--- src/rtl/uart_rx_fifo_if.sv ---
`default_nettype none
// ============================================================================
// Module   : uart_rx_fifo_if
// Purpose  : Valid/ready read port of the UART receive FIFO (head entry + flags).
// Revision : 1.0  initial release
// ============================================================================
interface uart_rx_fifo_if #(
    parameter int DATA_BITS = 8
);
    logic                 rd_valid;
    logic                 rd_ready;
    logic [DATA_BITS-1:0] rd_data;
    logic                 rd_perr;
    logic                 rd_ferr;

    modport master (
        output rd_valid,
        output rd_data,
        output rd_perr,
        output rd_ferr,
        input  rd_ready
    );

    modport slave (
        input  rd_valid,
        input  rd_data,
        input  rd_perr,
        input  rd_ferr,
        output rd_ready
    );
endinterface
`default_nettype wire

--- src/rtl/uart_rx_fifo.sv ---
`default_nettype none
// ============================================================================
// Module   : uart_rx_fifo
// Purpose  : Oversampling UART receiver (5-9 data bits, opt. parity, 1/2 stop)
//            feeding a power-of-two FIFO with per-frame parity/framing flags.
// Revision : 1.0  initial release
// ============================================================================
module uart_rx_fifo #(
    parameter int DATA_BITS  = 8,
    parameter int PARITY     = 0,
    parameter int STOP_BITS  = 1,
    parameter int FIFO_DEPTH = 16,
    parameter int DIV_W      = 16
) (
    input  logic                        clk,
    input  logic                        reset,
    input  logic [DIV_W-1:0]            cfg_div,
    input  logic                        rx,
    uart_rx_fifo_if.master              rd_if,
    output logic [$clog2(FIFO_DEPTH):0] level,
    output logic                        overflow,
    input  logic                        clear_ovf,
    output logic                        busy
);
    localparam int               c_AW      = $clog2(FIFO_DEPTH);
    localparam int               c_BIT_W   = $clog2(DATA_BITS);
    localparam int               c_WORD_W  = DATA_BITS + 2;
    localparam logic             c_PAR_ODD = (PARITY == 1);
    localparam logic [c_AW:0]    c_FULL    = {1'b1, {c_AW{1'b0}}};
    localparam logic [DIV_W-1:0] c_DIV_MIN = DIV_W'(4);

    typedef enum logic [2:0] {
        S_BREAK  = 3'd0,
        S_IDLE   = 3'd1,
        S_START  = 3'd2,
        S_DATA   = 3'd3,
        S_PARITY = 3'd4,
        S_STOP   = 3'd5
    } state_t;

    // ------------------------------------------------------------------
    // Receiver
    // ------------------------------------------------------------------
    logic                 r_rx_meta;
    logic                 r_rx_s;
    state_t               r_state,     w_state_nxt;
    logic [DIV_W-1:0]     r_div_l,     w_div_nxt;
    logic [DIV_W-1:0]     r_cnt,       w_cnt_nxt;
    logic [c_BIT_W-1:0]   r_bit_idx,   w_bit_nxt;
    logic                 r_stop_idx,  w_stop_nxt;
    logic [DATA_BITS-1:0] r_shift,     w_shift_nxt;
    logic                 r_perr,      w_perr_nxt;
    logic                 r_ferr,      w_ferr_nxt;
    logic                 r_push,      w_push;
    logic [c_WORD_W-1:0]  r_push_word, w_push_word;
    logic [DIV_W-1:0]     w_div_eff;

    assign w_div_eff = (cfg_div < c_DIV_MIN) ? c_DIV_MIN : cfg_div;

    always_comb begin
        w_state_nxt = r_state;
        w_div_nxt   = r_div_l;
        w_cnt_nxt   = r_cnt;
        w_bit_nxt   = r_bit_idx;
        w_stop_nxt  = r_stop_idx;
        w_shift_nxt = r_shift;
        w_perr_nxt  = r_perr;
        w_ferr_nxt  = r_ferr;
        w_push      = 1'b0;
        w_push_word = '0;
        case (r_state)
            S_BREAK: begin
                if (r_rx_s) w_state_nxt = S_IDLE;
            end
            S_IDLE: begin
                if (!r_rx_s) begin
                    // First sample lands mid start bit, then one per bit period.
                    w_div_nxt   = w_div_eff;
                    w_cnt_nxt   = (w_div_eff >> 1) - DIV_W'(1);
                    w_bit_nxt   = '0;
                    w_stop_nxt  = 1'b0;
                    w_perr_nxt  = 1'b0;
                    w_ferr_nxt  = 1'b0;
                    w_state_nxt = S_START;
                end
            end
            S_START, S_DATA, S_PARITY, S_STOP: begin
                if (r_cnt != '0) begin
                    w_cnt_nxt = r_cnt - DIV_W'(1);
                end else begin
                    w_cnt_nxt = r_div_l - DIV_W'(1);
                    case (r_state)
                        S_START: begin
                            w_state_nxt = r_rx_s ? S_IDLE : S_DATA;
                            w_bit_nxt   = '0;
                        end
                        S_DATA: begin
                            w_shift_nxt = {r_rx_s, r_shift[DATA_BITS-1:1]};
                            if (r_bit_idx == c_BIT_W'(DATA_BITS - 1))
                                w_state_nxt = (PARITY != 0) ? S_PARITY : S_STOP;
                            else
                                w_bit_nxt = r_bit_idx + c_BIT_W'(1);
                        end
                        S_PARITY: begin
                            w_perr_nxt  = ((^r_shift) ^ r_rx_s) != c_PAR_ODD;
                            w_state_nxt = S_STOP;
                        end
                        default: begin
                            w_ferr_nxt = r_ferr | ~r_rx_s;
                            if ((STOP_BITS == 1) || r_stop_idx) begin
                                w_push      = 1'b1;
                                w_push_word = {w_ferr_nxt, r_perr, r_shift};
                                // A low stop bit may be a line break: wait for idle.
                                w_state_nxt = w_ferr_nxt ? S_BREAK : S_IDLE;
                            end else begin
                                w_stop_nxt = 1'b1;
                            end
                        end
                    endcase
                end
            end
            default: w_state_nxt = S_BREAK;
        endcase
    end

    always_ff @(posedge clk) begin
        if (reset) begin
            r_rx_meta   <= 1'b1;
            r_rx_s      <= 1'b1;
            r_state     <= S_BREAK;
            r_div_l     <= '0;
            r_cnt       <= '0;
            r_bit_idx   <= '0;
            r_stop_idx  <= 1'b0;
            r_shift     <= '0;
            r_perr      <= 1'b0;
            r_ferr      <= 1'b0;
            r_push      <= 1'b0;
            r_push_word <= '0;
        end else begin
            r_rx_meta   <= rx;
            r_rx_s      <= r_rx_meta;
            r_state     <= w_state_nxt;
            r_div_l     <= w_div_nxt;
            r_cnt       <= w_cnt_nxt;
            r_bit_idx   <= w_bit_nxt;
            r_stop_idx  <= w_stop_nxt;
            r_shift     <= w_shift_nxt;
            r_perr      <= w_perr_nxt;
            r_ferr      <= w_ferr_nxt;
            r_push      <= w_push;
            r_push_word <= w_push_word;
        end
    end

    assign busy = (r_state == S_START) || (r_state == S_DATA) ||
                  (r_state == S_PARITY) || (r_state == S_STOP);

    // ------------------------------------------------------------------
    // Receive FIFO
    // ------------------------------------------------------------------
    logic [c_WORD_W-1:0] r_mem [FIFO_DEPTH];
    logic [c_AW:0]       r_wr_ptr;
    logic [c_AW:0]       r_rd_ptr;
    logic                r_overflow;
    logic [c_AW:0]       w_level;
    logic                w_full;
    logic                w_empty;
    logic                w_pop;
    logic                w_wr_en;
    logic [c_WORD_W-1:0] w_head;

    assign w_level = r_wr_ptr - r_rd_ptr;
    assign w_full  = (w_level == c_FULL);
    assign w_empty = (w_level == '0);
    assign w_pop   = ~w_empty & rd_if.rd_ready;
    // A pop in the same cycle frees the slot, so a full FIFO still accepts.
    assign w_wr_en = r_push & (~w_full | w_pop);

    always_ff @(posedge clk) begin
        if (reset) begin
            r_wr_ptr   <= '0;
            r_rd_ptr   <= '0;
            r_overflow <= 1'b0;
        end else begin
            if (w_wr_en) r_wr_ptr <= r_wr_ptr + 1'b1;
            if (w_pop)   r_rd_ptr <= r_rd_ptr + 1'b1;
            if (r_push & w_full & ~w_pop)
                r_overflow <= 1'b1;
            else if (clear_ovf)
                r_overflow <= 1'b0;
        end
    end

    always_ff @(posedge clk) begin
        if (w_wr_en) r_mem[r_wr_ptr[c_AW-1:0]] <= r_push_word;
    end

    assign w_head         = r_mem[r_rd_ptr[c_AW-1:0]];
    assign level          = w_level;
    assign overflow       = r_overflow;
    assign rd_if.rd_valid = ~w_empty;
    assign rd_if.rd_data  = w_empty ? '0 : w_head[DATA_BITS-1:0];
    assign rd_if.rd_perr  = ~w_empty & w_head[DATA_BITS] & (PARITY != 0);
    assign rd_if.rd_ferr  = ~w_empty & w_head[DATA_BITS+1];

endmodule
`default_nettype wire

--- src/flat_wrapper.sv ---
// flat-port wrapper written by rule: the top's interface ports become plain ports
module uart_rx_fifo_flat 
#(
    parameter int DATA_BITS  = 8,
    parameter int PARITY     = 0,
    parameter int STOP_BITS  = 1,
    parameter int FIFO_DEPTH = 16,
    parameter int DIV_W      = 16
)
  (clk, reset, cfg_div, rx, level, overflow, clear_ovf, busy, rd_if_rd_valid, rd_if_rd_data, rd_if_rd_perr, rd_if_rd_ferr, rd_if_rd_ready);
  uart_rx_fifo_if #(.DATA_BITS(DATA_BITS)) rd_if_i ();
  input  logic clk;
  input  logic reset;
  input  logic [DIV_W-1:0] cfg_div;
  input  logic rx;
  output logic [$clog2(FIFO_DEPTH):0] level;
  output logic overflow;
  input  logic clear_ovf;
  output logic busy;
  output wire logic [$bits(rd_if_i.rd_valid)-1:0] rd_if_rd_valid;
  output wire logic [$bits(rd_if_i.rd_data)-1:0] rd_if_rd_data;
  output wire logic [$bits(rd_if_i.rd_perr)-1:0] rd_if_rd_perr;
  output wire logic [$bits(rd_if_i.rd_ferr)-1:0] rd_if_rd_ferr;
  input wire logic [$bits(rd_if_i.rd_ready)-1:0] rd_if_rd_ready;
  assign rd_if_rd_valid = rd_if_i.rd_valid;
  assign rd_if_rd_data = rd_if_i.rd_data;
  assign rd_if_rd_perr = rd_if_i.rd_perr;
  assign rd_if_rd_ferr = rd_if_i.rd_ferr;
  assign rd_if_i.rd_ready = rd_if_rd_ready;
  uart_rx_fifo #(.DATA_BITS(DATA_BITS), .PARITY(PARITY), .STOP_BITS(STOP_BITS), .FIFO_DEPTH(FIFO_DEPTH), .DIV_W(DIV_W)) u_core (.clk(clk), .reset(reset), .cfg_div(cfg_div), .rx(rx), .rd_if(rd_if_i), .level(level), .overflow(overflow), .clear_ovf(clear_ovf), .busy(busy));
endmodule
--- config.mk ---
export PLATFORM = sky130hd
export DESIGN_NAME = uart_rx_fifo_flat
export DESIGN_NICKNAME = d
export VERILOG_FILES = /design/src/rtl/uart_rx_fifo_if.sv /design/src/rtl/uart_rx_fifo.sv /design/src/flat_wrapper.sv
export SDC_FILE = /design/constraint.sdc
export NUM_CORES = 1
export LEC_CHECK = 0
export BUFFER_PORTS_ARGS = -buffer_cell sky130_fd_sc_hd__buf_2
export CORE_MARGIN = 2
export CORE_UTILIZATION = 55
export CTS_CLUSTER_DIAMETER = 30
export DETAILED_ROUTE_END_ITERATION = 10
export PLACE_DENSITY = 0.83
export SYNTH_ARGS = -nofsm -noshare
export SYNTH_HDL_FRONTEND = slang
export SYNTH_SLANG_ARGS = --single-unit
--- constraint.sdc ---
create_clock -name clk -period 3.3 [get_ports clk]
set_clock_uncertainty 0.05 [all_clocks]
set_input_delay 0.66 -clock clk [delete_from_list [all_inputs] [get_ports clk]]
set_output_delay 0.66 -clock clk [all_outputs]
set_load 0.02 [all_outputs]
Yosys cells after proc, flatten, opt, wreduce, memory -nomap -nowiden
Memories as Yosys holds them, arrays and structs flattened. A register that Yosys moved wholly into a read port is not among the register bits.
Index checks and enable logic that the tools add are counted.
Word-level totals
  register bits after elaboration: 72
  RAM bits: 160
  input port bits: 21
  memories kept: 1
Memory list
  u_core.r_mem: depth 16, bits a word 10, rd ports 1, clocked after Yosys merged registers in 1, wr ports 1, RTL line uart_rx_fifo.sv:162  | logic [c_WORD_W-1:0] r_mem [FIFO_DEPTH];
Cells by class
  add/sub/neg operators: 7
  order comparisons: 1
  equal/unequal tests: 15
  mux-type cells: 32
  bitwise gates (word level): 14
  reduce and logical (&&, ||, !) cells: 20
Operators by type and width (number)
  two-way mux 16 bit: 3
  case mux 16 bit (2 select lines): 1
  subtractor 16 x 1 -> 16 bit, second input constant: 2
  two-way mux 3 bit: 7
  case mux 3 bit (3 select lines): 2
  < comparator 16 x 3 -> 1 bit, second input constant: 1
  nonzero test 16 bit: 1
  subtractor 15 x 1 -> 16 bit, second input constant: 1
  case mux 3 bit (2 select lines): 2
  AND reduction 4 bit: 3
  two-way mux 1 bit: 11
  adder 5 x 1 -> 5 bit, second input constant: 2
  equality test 3 bit, second input constant: 3
  two-way mux 4 bit: 2
  two-way mux 8 bit: 1
  parity 8 bit: 1
  equality test 3 x 2 -> 1 bit, second input constant: 2
  != test 2 bit, second input constant: 3
  inverter 1 bit: 6
  OR reduction 3 bit: 2
  OR reduction 6 bit: 1
  AND 1 bit: 5
  equality test 5 bit, second input constant: 1
  logical NOT 5 bit: 1
  18 further kinds: 25

Logic depth before layout (Yosys ltp)
Gate-level depths: netlist (run 1).
  word-level depth: 8
  depth in mapped cells: 13
  gate-level depth less buffers: 11

Worst setup path before layout (run 1)
Ideal clock, no wire load.
  path type: reg2out
  start: register u_core.r_wr_ptr[0]
  end: output port rd_if_rd_data[0]
  arrival: 2.517 ns
  data required time: 2.590 ns
  setup slack: 0.073 ns
  cell stages (with the launch flop): 9
  path through: dfxtp_1 inv_1 ha_1 fa_1 xnor2_1 nor3_1 o2111ai_1 clkbuf_1 and2_1
Between the ends
  cells in the longest elaborated chain, start to end: 3
RTL lines
  start, declared: RTL line uart_rx_fifo.sv:163  | logic [c_AW:0] r_wr_ptr;
  start signal, assigned: RTL line uart_rx_fifo.sv:186  | if (w_wr_en) r_wr_ptr <= r_wr_ptr + 1'b1;
  subtractor 5 bit: RTL line uart_rx_fifo.sv:173  | assign w_level = r_wr_ptr - r_rd_ptr;
  named net level[2]: RTL line flat_wrapper.sv:16  | output logic [$clog2(FIFO_DEPTH):0] level;
  logical NOT 5 bit: RTL line uart_rx_fifo.sv:175  | assign w_empty = (w_level == '0);
  two-way mux 8 bit: RTL line uart_rx_fifo.sv:203  | assign rd_if.rd_data = w_empty ? '0 : w_head[DATA_BITS-1:0];
  end, declared: RTL line flat_wrapper.sv:21  | output wire logic [$bits(rd_if_i.rd_data)-1:0] rd_if_rd_data;
The timed path passes the listed nets, and every way through them passes these cells.

Worst setup path in the final report (run 1)
  start: register u_core.r_wr_ptr[0]
  end: output port rd_if_rd_data[2]
Between the ends
  cells in the longest elaborated chain, start to end: 3
RTL lines (RTL line)
  subtractor 5 bit: uart_rx_fifo.sv:173
  logical NOT 5 bit: uart_rx_fifo.sv:175
  two-way mux 8 bit: uart_rx_fifo.sv:203
No other way between the ends.

==> flow_summary.yaml, run 1 <==
yosys:
  ys_types: 62
  netlist_instances: 676
  netlist.area_leader.share_pct: 46.40
  syn-num-nets: 712
  yosysWarnings: 0
  synth_flop_cell: "edfxtp_1"
  ys_ff_latch: 218
  seq_area_frac_synth_pct: 62.30
  synth_edf_count: 144
  synth-async-reset-ratio_pct: 0
  synth_top_area_cell: "edfxtp_1"
  synth_area_leaders: "edfxtp_1 46%, dfxtp_1 16%, mux4_2 11%"
  postSynthAreaPerCell_um2: 13.79
  syn_area_um2: 9319
place:
  place_congestion: 0.9254
  hpwl_um: 13840
  dp.cells: 918
  dpl_cell_area_um2: 9803
  port_buffers: 37
floorplan:
  die_x_um: 134.2
  rows: 47
  coreArea_um2: 16580
  start_util_pct: 56.19
  die_y_um: 134.2
  die-area_um2: 18000
  io_pins: 39
clock_tree:
  clock_path_buffers: 3
  cts.sinks: 218
  cts_tree: "built"
  cts_htree_levels: 2
  hold_buffers: 0
  numCtsBuffers: 37
  insertion_delay_ns: 0.50
  root_buffer: "clkbuf_16"
  clk_pin_slew_ns: 0.05
routing:
  ant_nets: 0
  wl_per_cell_um: 23.73
  first_iter_violations: 799
  vias: 6302
  wl_um: 23680
  firstDrtPassIters: 5
  vias_per_cell: 6.315
  drcViolationCount: 0
timing:
  drv_slew: 0
  fin_tns_setup_ns: -0.09205
  setup_ws_ns: -0.02401
  tightest_slew_ns: 0.9026
  slew_headroom_pct: 39.36
  fin_crit_sh_pct: 100.7
  setup_violations: 6
  fmax_ghz: 0.3008
  whs_ns: 0.2985
  rsz0062_at_grt: "true"
  hold_viol_final: 0
  fin_crit_ns: 3.324
layout:
  final_cells: 998
  final_common_cell: "edfxtp_1"
  drive_gt1_share_pct: 28.66
  nets: 786
  final_cell_mix: "144 x edfxtp_1, 69 x dfxtp_1, 56 x nand2_1"
  syn_to_final_growth_pct: 22.41
  antenna_cells: 0
  stdcell_area_um2: 11410
grt:
  grtUsageTotal_pct: 26.28
  antenna_found_initial: 2
  gr-total-overflow: 0
  grt_pass1_vias: 6373
  grt_pass1_wl_um: 35760
  grt_max_degree: 42
power:
  p_leak_nw: 4.182
  powerDensity_nw_per_um2: 840.0
  ir_worst_vdd_uv: 560.7
setup_path:
  worst-setup-path-type: "reg2out"
  cp-end-kind: "output port"
  worstPathMaxFanout: 6
  startpoint_type: "flop"
  crit_start: "u_core.r_wr_ptr[0]$_SDFFE_PP0P_"
  r2r_start: "u_core.r_rd_ptr[1]$_SDFFE_PP0N_"
  arrival_ns: 2.61
  crit_required_ns: 2.59
  reg2reg_slack_ns: 0.10
min_path:
  holdCritStartpoint: "rx"
  hold_class: "in2reg"
run_status:
  violations: "negative setup slack"
  status: "complete, but fails checks"
run:
  cap_violations: 0
worst paths after layout:
check,endpoint,cells after the start
setup / recovery,rd_if_rd_data[2],10
hold / removal,u_core.r_rx_meta$_SDFF_PP1_,2
setup reg to reg,u_core.r_mem[2][0]$_DFFE_PP_,10
hold reg to reg,u_core.r_rx_s$_SDFF_PP1_,1
synthesized netlist by cell type, types with 4 or more instances:
master	instances
edfxtp_1	144
dfxtp_1	74
nand2_1	56
nor2_1	49
mux4_2	45
a21oi_1	41
clkbuf_1	22
and2_1	20
and3_1	14
ha_1	14
nand3_1	14
o21ai_0	14
nor2b_1	13
a211oi_1	11
inv_1	11
xnor2_1	9
xor2_1	9
a211o_1	8
buf_2	8
nor3_1	8
nor4_1	8
nand2b_1	6
nand4_1	6
buf_1	4
mux2_2	4
mux2i_1	4
o211ai_1	4
or4_1	4
repair_timing:
| item | CTS | global route |
|---|---|---|
| gates cloned | 1 | 0 |
| buffers inserted | 7 | 5 |
| setup endpoints to repair | 12 | 149 |
| pin swaps | 5 | 5 |
| gates resized for setup | 23 | 41 |
cell type report:
| class | count | area, µm² |
|---|---|---|
| inverter | 11 | 43.79 |
| clock inverter | 21 | 311.5 |
| timing repair buffer | 73 | 554.3 |
| fill | 1049 | 5176 |
| sequential | 218 | 5814 |
| tap | 220 | 275.3 |
| clock buffer | 46 | 991.0 |
| multi-input combinational | 409 | 3417 |
per-layer routing:
| metal | up-vias | routed length (µm) | track usage, % |
|---|---|---|---|
| li1 | 2718 | - | - |
| met1 | 3111 | 8939 | 33.72 |
| met2 | 402 | 11940 | 43.54 |
| met3 | 69 | 1953 | 5.745 |
| met4 | 2 | 836 | 11.29 |
| met5 | - | 13 | 0 |
worst max-delay path, cell delays in order, from the launching register on:
cell	delay [ns]
dfxtp_2	0.36
inv_4	0.06
ha_4	0.17
fa_2	0.39
nand2b_4	0.17
a21boi_4	0.17
or3_4	0.16
o2111ai_4	0.17
buf_6	0.20
and2_4	0.16
buf_6	0.12
state kept, by name, indices dropped and copies added, names as in the netlist, named ones only:
| signal | flops |
|---|---|
| u_core.overflow | 1 |
| u_core.r_rx_s | 1 |
| u_core.r_push_word | 9 |
| u_core.r_bit_idx | 3 |
| u_core.r_cnt | 16 |
| u_core.r_wr_ptr | 5 |
| u_core.r_mem | 144 |
| u_core.r_rx_meta | 1 |
| u_core.r_ferr | 1 |
| u_core.r_state | 3 |
| u_core.r_shift | 8 |
| u_core.r_push | 1 |
| u_core.r_rd_ptr | 5 |
| u_core.r_div_l | 16 |
stage by stage:
stage,setup WS [ns],power (mW),util (%)
5_1_grt,-0.08232,9.896,68.79
6_report,-0.02401,9.582,68.79
2_1_floorplan,0.07347,4.618,-
4_1_cts,0.02052,9.375,67.73
3_3_place_gp,0.1454,5.069,59.11
3_5_place_dp,0.05032,5.140,59.11
power breakdown:
group | internal, mW | switching (mW) | leakage [nW]
Sequential | 3.02 | 0.187 | 2.10
Clock | 2.69 | 1.30 | 0.626
Combinational | 1.07 | 1.32 | 1.46
Total | 6.77 | 2.81 | 4.18
cell families after synthesis:
logic type / share of synthesized area [%]
DFF: 62.30
and+or+nand+nor: 12.03
AOI/OAI and AO/OA: 7.452
muxes: 12.03
buffers and inverters: 2.363
xor gates and xnor gates: 1.692
adders and majority gates: 2.095
other: 0.04024
Note: power is estimated with default switching activity, not from simulation.
==> run 2: changes to the inputs <==
PLACE_DENSITY = 0.79   (was 0.83)
==> run 2 against run 1 <==
The run now ends clean. Non-clock buffer count fell by 5. Sequential share of layout area grew 0.41 points. Sequential power about the same. Global-route usage shrank 0.39 points. Combinational power down 4%. Count of clock-buffer cells in the layout shrank 1. Die area stayed put. First-iteration DRC count fell by 25%. Wire length down 4.1%. Largest power group unchanged. Highest routed layer is now met4.
==> flow_summary.yaml, run 2 (synthesis gave the netlist of run 1 again) <==
place:
  dp_slack_ns: -0.07371
  hpwl_um: 13660
  port_buffers: 37
  dp.cells: 918
  dpl_cell_area_um2: 9828
  place_congestion: 0.9334
clock_tree:
  numCtsBuffers: 37
  clk_pin_slew_ns: 0.05
  clock_path_buffers: 3
  hold_buffers: 0
  root_buffer: "clkbuf_16"
  cts_htree_levels: 2
  cts_tree: "built"
  cts.sinks: 218
  insertion_delay_ns: 0.51
setup_path:
  cp-end-kind: "output port"
  reg2reg_slack_ns: 0.15
  crit_required_ns: 2.59
  startpoint_type: "flop"
  slowest_stage: "fa_2"
  critical_path.most_common_cell: "buf_6"
  r2r_start: "u_core.r_state[2]$_SDFFE_PP0P_"
  r2r_end: "u_core.r_cnt[15]$_SDFFE_PP0P_"
  reg2reg_depth: 9
  cpPeakStageDelay_ns: 0.53
  worst-setup-path-type: "reg2out"
  arrival_ns: 2.55
  path_cells: "inv_4 > ha_4 > fa_2 > inv_2 > nor3_4 > o2111ai_4 > buf_6 > and2_4 > buf_6"
  worstPathMaxFanout: 6
routing:
  vias: 6172
  drcViolationCount: 0
  vias_per_cell: 6.209
  met2_length_um: 11280
  wl_um: 22710
  met3_length_um: 1819
  wl_per_cell_um: 22.84
  firstDrtPassIters: 5
  first_iter_violations: 603
  wl_met1_um: 9139
  ant_nets: 0
  top_layer_used: "met4"
timing:
  fmax_ghz: 0.3071
  drv_slew: 0
  fin_crit_sh_pct: 98.67
  fin_crit_ns: 3.256
  rsz0062_at_grt: "true"
  setup_ws_ns: 0.04373
  hold_viol_final: 0
  tightest_slew_ns: 0.9698
  slew_headroom_pct: 35.21
  setup_violations: 0
grt:
  grt_max_degree: 38
  grt_pass1_wl_um: 35110
  grtUsageTotal_pct: 25.89
  grt_pass1_vias: 6089
  gr-total-overflow: 0
  antenna_found_initial: 0
floorplan:
  coreArea_um2: 16580
  rows: 47
  die_y_um: 134.2
  start_util_pct: 56.19
  io_pins: 39
  die_x_um: 134.2
  die-area_um2: 18000
min_path:
  hold_class: "in2reg"
  holdCritStartpoint: "rx"
  whs_endpoint: "u_core.r_rx_meta$_SDFF_PP1_"
  holdPathStages: 2
power:
  powerDensity_nw_per_um2: 826.1
  ir_worst_vdd_uv: 703.2
  p_leak_nw: 4.124
  finalPower_mw: 9.348
run:
  cap_violations: 0
layout:
  final_common_cell: "edfxtp_1"
  final_cells: 994
  drive_gt1_share_pct: 28.42
  final_cell_mix: "144 x edfxtp_1, 69 x dfxtp_1, 56 x nand2_1"
  largest_reg_flops: 144
  n_fill_cell: 1061
  nets: 781
  antenna_cells: 0
  stdcell_area_um2: 11320
  syn_to_final_growth_pct: 21.43
  fin_util_pct: 68.24
run_status:
  status: "finished, final reports clean"
run 2: cell count changes in the layout (fill, tap and decap cells not counted), sizes merged:
cell      previous run  this run
buf                 73        68
bufinv               7         3
clkbuf              46        45
clkinv               9         6
clkinvlp             3         6
inv                 13        19
run 2: where the power goes:
part	internal (mW)	leakage [nW]	switching, mW
logic	1.01	1.42	1.28
clock network	2.46	0.602	1.38
registers	3.02	2.10	0.190
total	6.49	4.12	2.85
run 2: worst max path at each step:
stage | slack (ns) | to | cells after the start | from
finish | 0.04 | rd_if_rd_data[3] | 9 | u_core.r_wr_ptr[0]$_SDFFE_PP0P_
global route | -0.03 | u_core.r_cnt[15]$_SDFFE_PP0P_ | 9 | u_core.r_state[2]$_SDFFE_PP0P_
CTS | 0.001 | rd_if_rd_data[2] | 8 | u_core.r_wr_ptr[1]$_SDFFE_PP0P_
detailed placement | -0.07 | u_core.r_cnt[12]$_SDFFE_PP0P_ | 11 | cfg_div[14]
global placement | -0.001 | u_core.r_cnt[14]$_SDFFE_PP0P_ | 11 | cfg_div[14]
floorplan | 0.07 | rd_if_rd_data[0] | 8 | u_core.r_wr_ptr[0]$_SDFFE_PP0P_
run 2: worst max-delay path: cells and delay by family (launching register included):
| family | cells | cell delay [ns] |
|---|---|---|
| compound gates | 1 | 0.21 |
| fa+ha+maj | 2 | 0.68 |
| buf+inv | 4 | 0.42 |
| flops | 1 | 0.34 |
| simple gates | 2 | 0.38 |
run 2: stage by stage:
step	setup TNS (ns)	hold WS, ns
final	0	0.3039
after global placement	-0.001431	0.3475
after CTS	0	0.2963
after global routing	-0.2363	0.2966
after floorplan	0	0.3395
after detailed placement	-0.1840	0.3450
run 2: metal layers:
metal / up-vias / GRT usage (%)
met1: 3066 / 36.03
met4: 0 / 7.953
met2: 333 / 41.84
met3: 56 / 5.026
li1: 2717 / -
met5: - / 0
run 2: repair_timing:
action | 4_1_cts | 5_1_grt
gates cloned | 1 | 0
resized for setup | 30 | 26
pin swaps | 4 | 3
setup endpoints to repair | 10 | 109
buffers inserted | 5 | 2
run 2: area by class of cell:
| type | count | area [µm²] | share of cell area (%) |
|---|---|---|---|
| inverter | 11 | 43.79 | 0.3870 |
| multi-input combinational | 409 | 3388 | 29.94 |
| sequential | 218 | 5814 | 51.38 |
| clock buffer | 45 | 1008 | 8.912 |
| clock inverter | 23 | 254.0 | 2.245 |
| timing repair buffer | 68 | 531.8 | 4.699 |
| tap | 220 | 275.3 | 2.433 |
